--- config.mk ---
export PLATFORM = sky130hd
export DESIGN_NAME = dm_arbiter
export DESIGN_NICKNAME = d
export VERILOG_FILES = /design/src/rtl/dm_arbiter_pkg.sv /design/src/rtl/dm_arbiter_fsm.sv /design/src/rtl/dm_arbiter.sv
export SDC_FILE = /design/constraint.sdc
export NUM_CORES = 1
export LEC_CHECK = 0
export ABC_AREA = 1
export BUFFER_PORTS_ARGS = -buffer_cell sky130_fd_sc_hd__buf_2
export CAP_MARGIN = 20
export CORE_AREA = 8 8 110 112
export DETAILED_ROUTE_END_ITERATION = 10
export DIE_AREA = 0 0 118 120
export PLACE_DENSITY = 0.74
export SLEW_MARGIN = 0
export SYNTH_ARGS = -nofsm -noshare
export SYNTH_HDL_FRONTEND = slang
export SYNTH_SLANG_ARGS = --single-unit
export TNS_END_PERCENT = 20
--- constraint.sdc ---
create_clock -name clk -period 3.34 [get_ports clk]
set_clock_uncertainty 0.2 [all_clocks]
set_input_delay 1.002 -clock clk [delete_from_list [all_inputs] [get_ports clk]]
set_output_delay 1.002 -clock clk [all_outputs]
set_load 0.01 [all_outputs]
--- src/rtl/dm_arbiter_pkg.sv ---
// Shared types and helpers for the data-memory arbiter.
// State encoding and address range check used by both requesters.
package dm_arbiter_pkg;

  typedef enum logic [1:0] {
    CPU_PRI = 2'd0,
    DMA_OWN = 2'd1
  } arb_state_e;

  localparam int unsigned DM_WORDS_DEF = 3072;
  localparam int unsigned DM_BYTES = 4 * DM_WORDS_DEF;

  function automatic logic in_range(
    input logic [31:0] addr,
    input logic [31:0] lim
  );
    return addr < lim;
  endfunction

endpackage

--- src/rtl/dm_arbiter_fsm.sv ---
// Ownership FSM for the DM arbiter: CPU priority, starvation
// counter forcing a DMA grant, and a burst lock for DMA beats.
module dm_arbiter_fsm
  import dm_arbiter_pkg::*;
#(
  parameter int MAX_WAIT  = 4,
  parameter int BURST_MAX = 4
) (
  input  logic clk,
  input  logic reset,
  input  logic cpu_req,
  input  logic dma_valid,
  output logic grant_cpu,
  output logic grant_dma
);

  localparam logic [3:0] WAIT_LIM = 4'(MAX_WAIT);
  localparam logic [3:0] BEAT_LIM = 4'(BURST_MAX - 1);
  localparam logic       LOCK_ON  = (BURST_MAX > 1);

  arb_state_e state, state_n;
  logic [3:0] wait_cnt, wait_n;
  logic [3:0] beat_cnt, beat_n;

  // State and counter registers
  always_ff @(posedge clk) begin
    if (reset) begin
      state    <= CPU_PRI;
      wait_cnt <= 4'd0;
      beat_cnt <= 4'd0;
    end else begin
      state    <= state_n;
      wait_cnt <= wait_n;
      beat_cnt <= beat_n;
    end
  end

  // Grants, next state and counter updates
  always_comb begin
    state_n   = state;
    wait_n    = wait_cnt;
    beat_n    = beat_cnt;
    grant_dma = 1'b0;
    grant_cpu = 1'b0;
    unique case (state)
      CPU_PRI: begin
        grant_dma = dma_valid &
                    (!cpu_req | (wait_cnt == WAIT_LIM));
        grant_cpu = cpu_req & !grant_dma;
        if (grant_dma || !dma_valid)
          wait_n = 4'd0;
        else if (wait_cnt != WAIT_LIM)
          wait_n = wait_cnt + 4'd1;
        if (grant_dma && LOCK_ON) begin
          state_n = DMA_OWN;
          beat_n  = 4'd1;
        end
      end
      DMA_OWN: begin
        grant_dma = dma_valid;
        if (!dma_valid || beat_cnt == BEAT_LIM) begin
          state_n = CPU_PRI;
          beat_n  = 4'd0;
          wait_n  = 4'd0;
        end else begin
          beat_n = beat_cnt + 4'd1;
        end
      end
      default: begin
        state_n = CPU_PRI;
        beat_n  = 4'd0;
        wait_n  = 4'd0;
      end
    endcase
  end

endmodule

--- src/rtl/dm_arbiter.sv ---
// Data-memory arbiter between the M stage and a DMA port.
// Drives the DM address/data/we and returns DMA responses.
module dm_arbiter
  import dm_arbiter_pkg::*;
#(
  parameter int MAX_WAIT  = 4,
  parameter int BURST_MAX = 4,
  parameter int DM_WORDS  = DM_WORDS_DEF
) (
  input  logic        clk,
  input  logic        reset,
  input  logic        cpu_req,
  input  logic        cpu_we,
  input  logic [31:0] cpu_addr,
  input  logic [31:0] cpu_wdata,
  output logic [31:0] cpu_rdata,
  output logic        cpu_stall,
  input  logic        dma_valid,
  input  logic        dma_we,
  input  logic [31:0] dma_addr,
  input  logic [31:0] dma_wdata,
  output logic        dma_ready,
  output logic        dma_rvalid,
  output logic [31:0] dma_rdata,
  output logic        dma_err,
  output logic [31:0] dm_addr,
  output logic [31:0] dm_wdata,
  output logic        dm_we,
  input  logic [31:0] dm_rd
);

  localparam logic [31:0] LIM = 32'(4 * DM_WORDS);

  logic grant_cpu;
  logic grant_dma;
  logic cpu_ok;
  logic dma_ok;

  dm_arbiter_fsm #(
    .MAX_WAIT  (MAX_WAIT),
    .BURST_MAX (BURST_MAX)
  ) u_fsm (
    .clk       (clk),
    .reset     (reset),
    .cpu_req   (cpu_req),
    .dma_valid (dma_valid),
    .grant_cpu (grant_cpu),
    .grant_dma (grant_dma)
  );

  assign cpu_ok    = in_range(cpu_addr, LIM);
  assign dma_ok    = in_range(dma_addr, LIM);
  assign cpu_stall = cpu_req & !grant_cpu;
  assign dma_ready = grant_dma;
  assign cpu_rdata = dm_rd;

  // DM port mux; CPU side is the idle default so reads stay defined
  always_comb begin
    dm_addr  = cpu_addr;
    dm_wdata = cpu_wdata;
    dm_we    = 1'b0;
    if (grant_dma) begin
      dm_addr  = dma_addr;
      dm_wdata = dma_wdata;
      dm_we    = dma_we & dma_ok;
    end else if (grant_cpu) begin
      dm_we = cpu_we & cpu_ok;
    end
  end

  // DMA response registered one cycle after each accepted beat
  always_ff @(posedge clk) begin
    if (reset) begin
      dma_rvalid <= 1'b0;
      dma_err    <= 1'b0;
      dma_rdata  <= 32'd0;
    end else begin
      dma_rvalid <= grant_dma;
      dma_err    <= grant_dma & !dma_ok;
      if (grant_dma && !dma_we && dma_ok)
        dma_rdata <= dm_rd;
    end
  end

endmodule

==> results of run 1 <==
[cells by family after synthesis]
logic type | after synthesis | synth area share (%)
buf+inv | 80 | 16.27
compound gates | 57 | 10.11
flops | 43 | 29.46
simple gates | 294 | 42.27
fa+ha+maj | 3 | 1.285
xor+xnor | 2 | 0.5997
[worst max-delay path: cells and delay by family]
kind | cells | cell delay [ps]
buf+inv | 2 | 220
simple gates | 6 | 810
[final cells by class]
cell class              count  area, um^2  area share [%]
well taps                 140       175.2           3.946
flip-flops and latches     43       860.8           19.39
inverters                  20       75.07           1.691
clock buffers               5       68.82           1.550
clock inverters             3       43.79          0.9865
diodes                      1       2.502         0.05637
repair buffers            308        1604           36.13
multi-input cells         356        1609           36.25
[cells in the mapped netlist, drive strengths merged]
cell type,number
a21oi,40
a22oi,2
buf,53
clkbuf,7
dfxtp,43
ha,3
inv,20
nand2,223
nand3,41
nand4,1
nor2,21
nor3,3
nor4,2
o211ai,1
o21a,1
o21ai,13
or2,3
xor2,2
[per-stage QoR]
| step | cells | util [%] |
|---|---|---|
| after CTS | 875 | 42.01 |
| after floorplan | 479 | - |
| after global routing | 876 | 42.25 |
| final | 876 | 42.25 |
| after global placement | 867 | 40.81 |
| after detailed placement | 867 | 40.81 |
[state kept, by name, indices dropped and copies added, names as in the netlist]
signal and flops:
dma_err 1, dma_rdata 32, dma_rvalid 1, u_fsm.beat_cnt 4
u_fsm.state 1, u_fsm.wait_cnt 4
[repair_timing]
item / CTS / global route
hold buffers: 0 / 0
resized for setup: 3 / 5
pin swaps: 1 / 4
setup endpoints to repair: 1 / 1
[power groups by stage]
stage / clock network [mW] / logic (mW) / registers, mW
finish: 0.403 / 0.413 / 0.519
global route: 0.440 / 0.449 / 0.520
CTS: 0.421 / 0.413 / 0.519
detailed placement: 0 / 0.411 / 0.531
global placement: 0 / 0.409 / 0.531
floorplan: 0 / 0.203 / 0.531
[worst max-delay path by stage]
stage                             from    end  depth (start not counted)
after global placement    cpu_addr[19]  dm_we                          8
after global routing      cpu_addr[19]  dm_we                          8
after CTS                 cpu_addr[19]  dm_we                          8
final                     cpu_addr[19]  dm_we                          8
after floorplan           dma_addr[30]  dm_we                          8
after detailed placement  cpu_addr[19]  dm_we                          8
[layer usage]
| metal | global-route usage [%] | wire length [um] | vias to the layer above |
|---|---|---|---|
| met1 | 19.91 | 5223 | 1704 |
| met4 | 4.243 | 119 | 0 |
| met3 | 6.059 | 1270 | 8 |
| met2 | 31.15 | 6877 | 190 |
| li1 | - | - | 1991 |
| met5 | 0 | 0 | - |
==> results.txt, run 1 <==
* Int Pwr: 0.9189 mW
- In the layout the commonest cells are sky130_fd_sc_hd__buf_2, sky130_fd_sc_hd__nand2_1, sky130_fd_sc_hd__dfxtp_1.
- Final Max Tran Viols: 0
- The worst hold path terminates at dma_rdata[8].
- In the final layout, the share of cells above drive strength 1 is 45.03%.
- Antenna violations before repair: 1
- Hold timing on the final database bottoms out at a slack of 260.9 ps.
- The die covers 14160 um^2.
- Post-CTS Setup Inserts: 0
- Final worst path period share: 96.91%
- Across all setup checks in the final design, the least slack found is 103.1 ps.
- CP Data Required Time: 2140 ps
- After synthesis, flip-flops and latches occupy 29.46% of the total area.
- The worst hold path begins at dma_rdata[8].
- Setup slack of the worst register-to-register path: 1240 ps
- Total routed wirelength: 13490 um
* Final setup viols: 0
- Once placement finished, the instance area stood at 4288 um^2.
* Number of distinct library cell variants in the gate-level netlist after synthesis: 25
- The worst register-to-register path ends at dma_rdata[26].
* Maximum fanout along the worst path: 2
- Number of buffers on the longest clock path: 2
* Worst hold path cell count: 2
- During synthesis, Yosys emitted a total of 0 warnings.
- The number of clock buffers added by TritonCTS is 5.
- Clock tree from TritonCTS: yes
* Transition at the pin with the smallest max-transition slack: 521.8 ps
- Hold Path Class: register to register
- Number of global-route vias before repair: 3714
* Synthesized area: 2922 um^2
* Cell type of the slowest stage on the worst timing path: sky130_fd_sc_hd__or2_4
* List of cells traversed by the critical path: buf_2 > or2_4 > nor3_4 > nand3_2 > nor2_1 > nand2_1 > nand2_2 > buf_6
- Synthesized netlist net count: 648
- RePlAce Congestion: 0.9328
- Deepest level of the CTS H-tree: 2
* Number of max-cap violations: 0
- Synthesis produced a netlist whose cell count is 479.
* Worst r2r path cells: 11
- After layout, the minimum clock period comes to 3237 ps.
- By area the synthesized netlist is led by sky130_fd_sc_hd__dfxtp_1, sky130_fd_sc_hd__nand2_1, sky130_fd_sc_hd__buf_4.
- Sw Share: 31.16%
- The first detailed-routing pass took 5 iterations.
* Drt drc: 0
- Wire length per cell: 15.40 um
- Leaving out fill and tap cells, the most frequent cell in the layout is sky130_fd_sc_hd__buf_2.
- Growth of design area from synthesis to finish: 51.95%
- 299 I/O pins were placed.
* Clock latency at the later pin of the worst-skew pair: 290 ps
* Leakage Power: 2.564 nW
- The initial utilization of the core area, before any placement, comes to 27.80%.
- From left edge to right edge, the die measures 118 um.
- Area of the core: 10510 um^2
- STA classifies the critical path startpoint as an input pin.
* Ratio of routed vias to standard cells: 4.444
- For this run, the slowest stage of the critical path takes 260 ps.
- Number of placement rows: 38
- Global-route wire length before repair: 20170 um
- Total power after layout: 1.335 mW
* Height of the die: 120 um
- Sequential cell fraction of total power: 38.9%
- Achievable frequency: 0.3089 GHz
- The synthesized design spends more area on one cell type than any other, namely sky130_fd_sc_hd__dfxtp_1.
* Data arrival time of the critical path: 2030 ps
* Kind of capture point of the worst setup path: output port
- The critical path in this run is classified as input pin to output port.
- Fill cells in the final layout number 1145.
- Slew Limit Headroom: 65.21%
- In this run the tool buffered the top-level ports with 298 buffer cells.
- CTS clock-pin slew for the worst setup and hold paths: 90 ps
* Endpoints failing hold: 0
- Post-DP HPWL: 11250 um
* Total number of vias: 3893
* Area share of the largest cell type after synthesis: 29.46%
* Power Density: 300.7 nW/um^2
- Sum of negative setup slack: 0 ps
- Starting DRT DRC Count: 282
- Launching point of the worst reg2reg path: u_fsm.wait_cnt[0]
- Entering global routing, the biggest net connects 50 pins.
- Final design instance area without fill: 4439 um^2
* Proportion of power drawn by combinational gates: 30.9%
- The analysis attributes to net switching a power of 0.4161 mW.
* Minimum setup slack after placement: -38.69 ps
- The count of nets left with antenna violations once routing finished came out at 0.
- Mean cell area of the mapped netlist: 6.099 um^2
- Clock sinks: 43
- Worst vdd ir: 255.9 uV
- For this run, the post-layout net count is 903.
- The flow ran to the end, and the final reports show no timing, DRC or antenna violations.
- The synthesized design contains 43 register bits.
- Part of the power in the clock network: 30.2%
- The tree is rooted in a sky130_fd_sc_hd__clkbuf_8.
* All-Layer GR Usage: 17.59%
- Summed over all layers, the global routing overflow is 0.
Power figures use the tool's default switching activity.
==> inputs of run 2 (changes only) <==
--- a/config.mk
+++ b/config.mk
@@ -6,12 +6,13 @@
 export NUM_CORES = 1
 export LEC_CHECK = 0
 export ABC_AREA = 1
+export ABC_CLOCK_PERIOD_IN_PS = 3340
 export BUFFER_PORTS_ARGS = -buffer_cell sky130_fd_sc_hd__buf_2
 export CAP_MARGIN = 20
-export CORE_AREA = 8 8 110 112
+export CORE_AREA = 8 8 111 113
 export DETAILED_ROUTE_END_ITERATION = 10
-export DIE_AREA = 0 0 118 120
-export PLACE_DENSITY = 0.74
+export DIE_AREA = 0 0 119 121
+export PLACE_DENSITY = 0.73
 export SLEW_MARGIN = 0
 export SYNTH_ARGS = -nofsm -noshare
 export SYNTH_HDL_FRONTEND = slang
==> run 2 against run 1 <==
Net effect: combinational power shrank 2%; sequential share of layout area is essentially flat; cell count did not move; sequential power hardly changed; critical path depth unchanged; highest routed layer unchanged; clock power increased by 3%; maximum frequency fell by 0.26%; cell area about the same.
==> results.txt, run 2 (synthesis gave the netlist of run 1 again) <==
- Worst vdd ir: 242.5 uV
* Kind of start point of the critical path: input pin
- Ratio of routed vias to standard cells: 4.394
- Largest register FFs: 32
* Achievable frequency: 0.3081 GHz
- Data arrival time of the critical path: 2040 ps
- The first global-routing pass estimated 19930 um of wire.
- Full die area: 14400 um^2
- In this run the worst hold path is classified as register to register.
- In this run the remaining antenna-violating nets after routing total 0.
* Setup repair after global routing missed its margin: no
- CTS built an H-tree with a depth of 2.
- In this run the most critical hold path is launched from dma_rdata[20].
- After clock tree synthesis, the clock-pin slew on the worst setup and hold paths is 80 ps.
- The flow ran to the end, and the final reports show no timing, DRC or antenna violations.
- Hold path endpoint: dma_rdata[20]
- In this run the horizontal extent of the chip is 119 um.
* Maximum number of pins on one net before global-route repair: 53
* Proportion of power drawn by combinational gates: 30.1%
- The worst hold path was traced through 2 stages.
- Kind of capture point of the worst setup path: output port
- Transition at the pin with the smallest max-transition slack: 480.7 ps
- For this run, design rule violations remaining after detail routing come to 0.
* Antenna violations before repair: 1
- Number of fillers in the final layout: 1186
* Type of the worst setup path: input pin to output port
- Most common cell after layout, fill and taps aside: sky130_fd_sc_hd__buf_2
- For the worst setup path, the data required time is 2140 ps.
- Clock tree synthesis found a total of 43 sinks.
- Root buffer cell: sky130_fd_sc_hd__clkbuf_8
- The count of buffers added on input and output ports is 298.
- After floorplanning, the core was sized to cover 10600 um^2.
- Maximum fanout along the worst path: 2
- The floorplan has 38 rows.
* Sequential cell fraction of total power: 38.7%
- Measured against its own limit, the worst slew margin works out to 67.95%.
- Post-CTS Setup Inserts: 0
- On the final layout, the worst hold slack is 258.8 ps.
- Leakage Power: 2.565 nW
- Number of global-route vias before repair: 3769
* Growth of design area from synthesis to finish: 51.91%
- Most frequent cells in the layout: sky130_fd_sc_hd__buf_2, sky130_fd_sc_hd__nand2_1, sky130_fd_sc_hd__dfxtp_1
* Switching component of the power: 0.4028 mW
- Shortest period the worst path allows: 3245 ps
- Clock latency at the later pin of the worst-skew pair: 280 ps
- The number of clock buffers added by TritonCTS is 5.
* Final worst path period share: 97.17%
* Wire length per cell: 14.98 um
* Starting density of the core: 27.55%
* Share of layout cells above drive strength 1: 45.03%
* Starting DRT DRC Count: 252
- Clock tree from TritonCTS: yes
- Launching point of the worst reg2reg path: u_fsm.wait_cnt[0]
- In this run the register-to-register setup slack is 1280 ps.
- Int Pwr: 0.9369 mW
- The clock passes through at most 2 buffers.
- The die is 121 um tall.
- Power Density: 301.9 nW/um^2
- The final hold violation count came to 0.
- Max-cap violations in this run came to 0.
* Part of the power in the clock network: 31.2%
- Across all layers, the routed design uses 3849 vias.
- Sw Share: 30.06%
- Worst r2r path cells: 11
- Ports: 299
- For this run, the detailed router's first-pass iteration total came to 5.
- Registers with the highest flip-flop counts: dma_rdata x32, u_fsm.beat_cnt x4, u_fsm.wait_cnt x4
- Final Max Tran Viols: 0
- Residual overflow from global routing: 0
* RePlAce Congestion: 0.9020
- Total routed wirelength: 13120 um
- Top register by number of flip-flops: dma_rdata
- Setup violations remaining at the end of the flow were counted as 0.
- For this run, the post-layout net count is 903.
* Post-DP HPWL: 11180 um
* All-Layer GR Usage: 16.92%
- The worst register-to-register path ends at dma_rdata[26].
- For the final routed database, the setup TNS stands at 0 ps.
==> run 2: routing by layer <==
| layer | GRT usage (%) | routed length, um | vias to the layer above |
|---|---|---|---|
| li1 | - | - | 1989 |
| met1 | 18.20 | 5108 | 1672 |
| met2 | 31.26 | 6650 | 180 |
| met3 | 5.910 | 1223 | 8 |
| met4 | 3.557 | 136 | 0 |
| met5 | 0 | 0 | - |
==> run 2: area by class of cell <==
class / count / area (um^2) / area share (%)
clock inverters: 2 / 35.03 / 0.7894
diodes: 1 / 2.502 / 0.05639
clock buffers: 6 / 82.58 / 1.861
repair buffers: 308 / 1598 / 36.00
well taps: 140 / 175.2 / 3.947
inverters: 20 / 75.07 / 1.692
flip-flops and latches: 43 / 860.8 / 19.40
multi-input cells: 356 / 1609 / 36.26
==> run 2: how the worst max path moves through the flow <==
stage / slack (ps) / cells after the start / to / start
CTS: 30 / 8 / dm_we / cpu_addr[17]
floorplan: 360 / 8 / dm_we / dma_addr[30]
finish: 90 / 8 / dm_we / cpu_addr[17]
global route: 9 / 8 / dm_we / cpu_addr[17]
detailed placement: -50 / 8 / dm_we / cpu_addr[19]
global placement: -30 / 8 / dm_we / cpu_addr[19]
==> run 2: through the flow <==
| stage | power (mW) | instances | cell area (um^2) | worst slack (ps) | utilization (%) |
|---|---|---|---|---|---|
| after detailed placement | 0.9361 | 867 | 4288 | -45.02 | 40.44 |
| after global routing | 1.418 | 876 | 4438 | 9.453 | 41.86 |
| after CTS | 1.361 | 875 | 4422 | 25.83 | 41.70 |
| after global placement | 0.9347 | 867 | 4288 | -27.14 | 40.44 |
| final | 1.340 | 876 | 4438 | 94.59 | 41.86 |
| after floorplan | 0.7338 | 479 | 2922 | 358.0 | - |
==> run 2: critical path, stage by stage <==
cell and delay [ps]:
sky130_fd_sc_hd__buf_2 110, sky130_fd_sc_hd__or2_4 250, sky130_fd_sc_hd__nor3_4 180, sky130_fd_sc_hd__nand3_2 120, sky130_fd_sc_hd__nor2_2 130, sky130_fd_sc_hd__nand2_1 60, sky130_fd_sc_hd__nand2_1 90, sky130_fd_sc_hd__buf_6 110
==> run 2: what timing repair did <==
item	4_1_cts	5_1_grt
cloned	0	0
setup endpoints to repair	1	1
hold buffers	0	0
gates resized for setup	4	3
pin swaps	3	1
==> run 2: power by group through the flow <==
stage | combinational (mW) | sequential [mW] | clock, mW
final | 0.403 | 0.519 | 0.417
after global routing | 0.445 | 0.520 | 0.453
after CTS | 0.408 | 0.519 | 0.435
after detailed placement | 0.405 | 0.531 | 0
after global placement | 0.404 | 0.531 | 0
after floorplan | 0.203 | 0.531 | 0
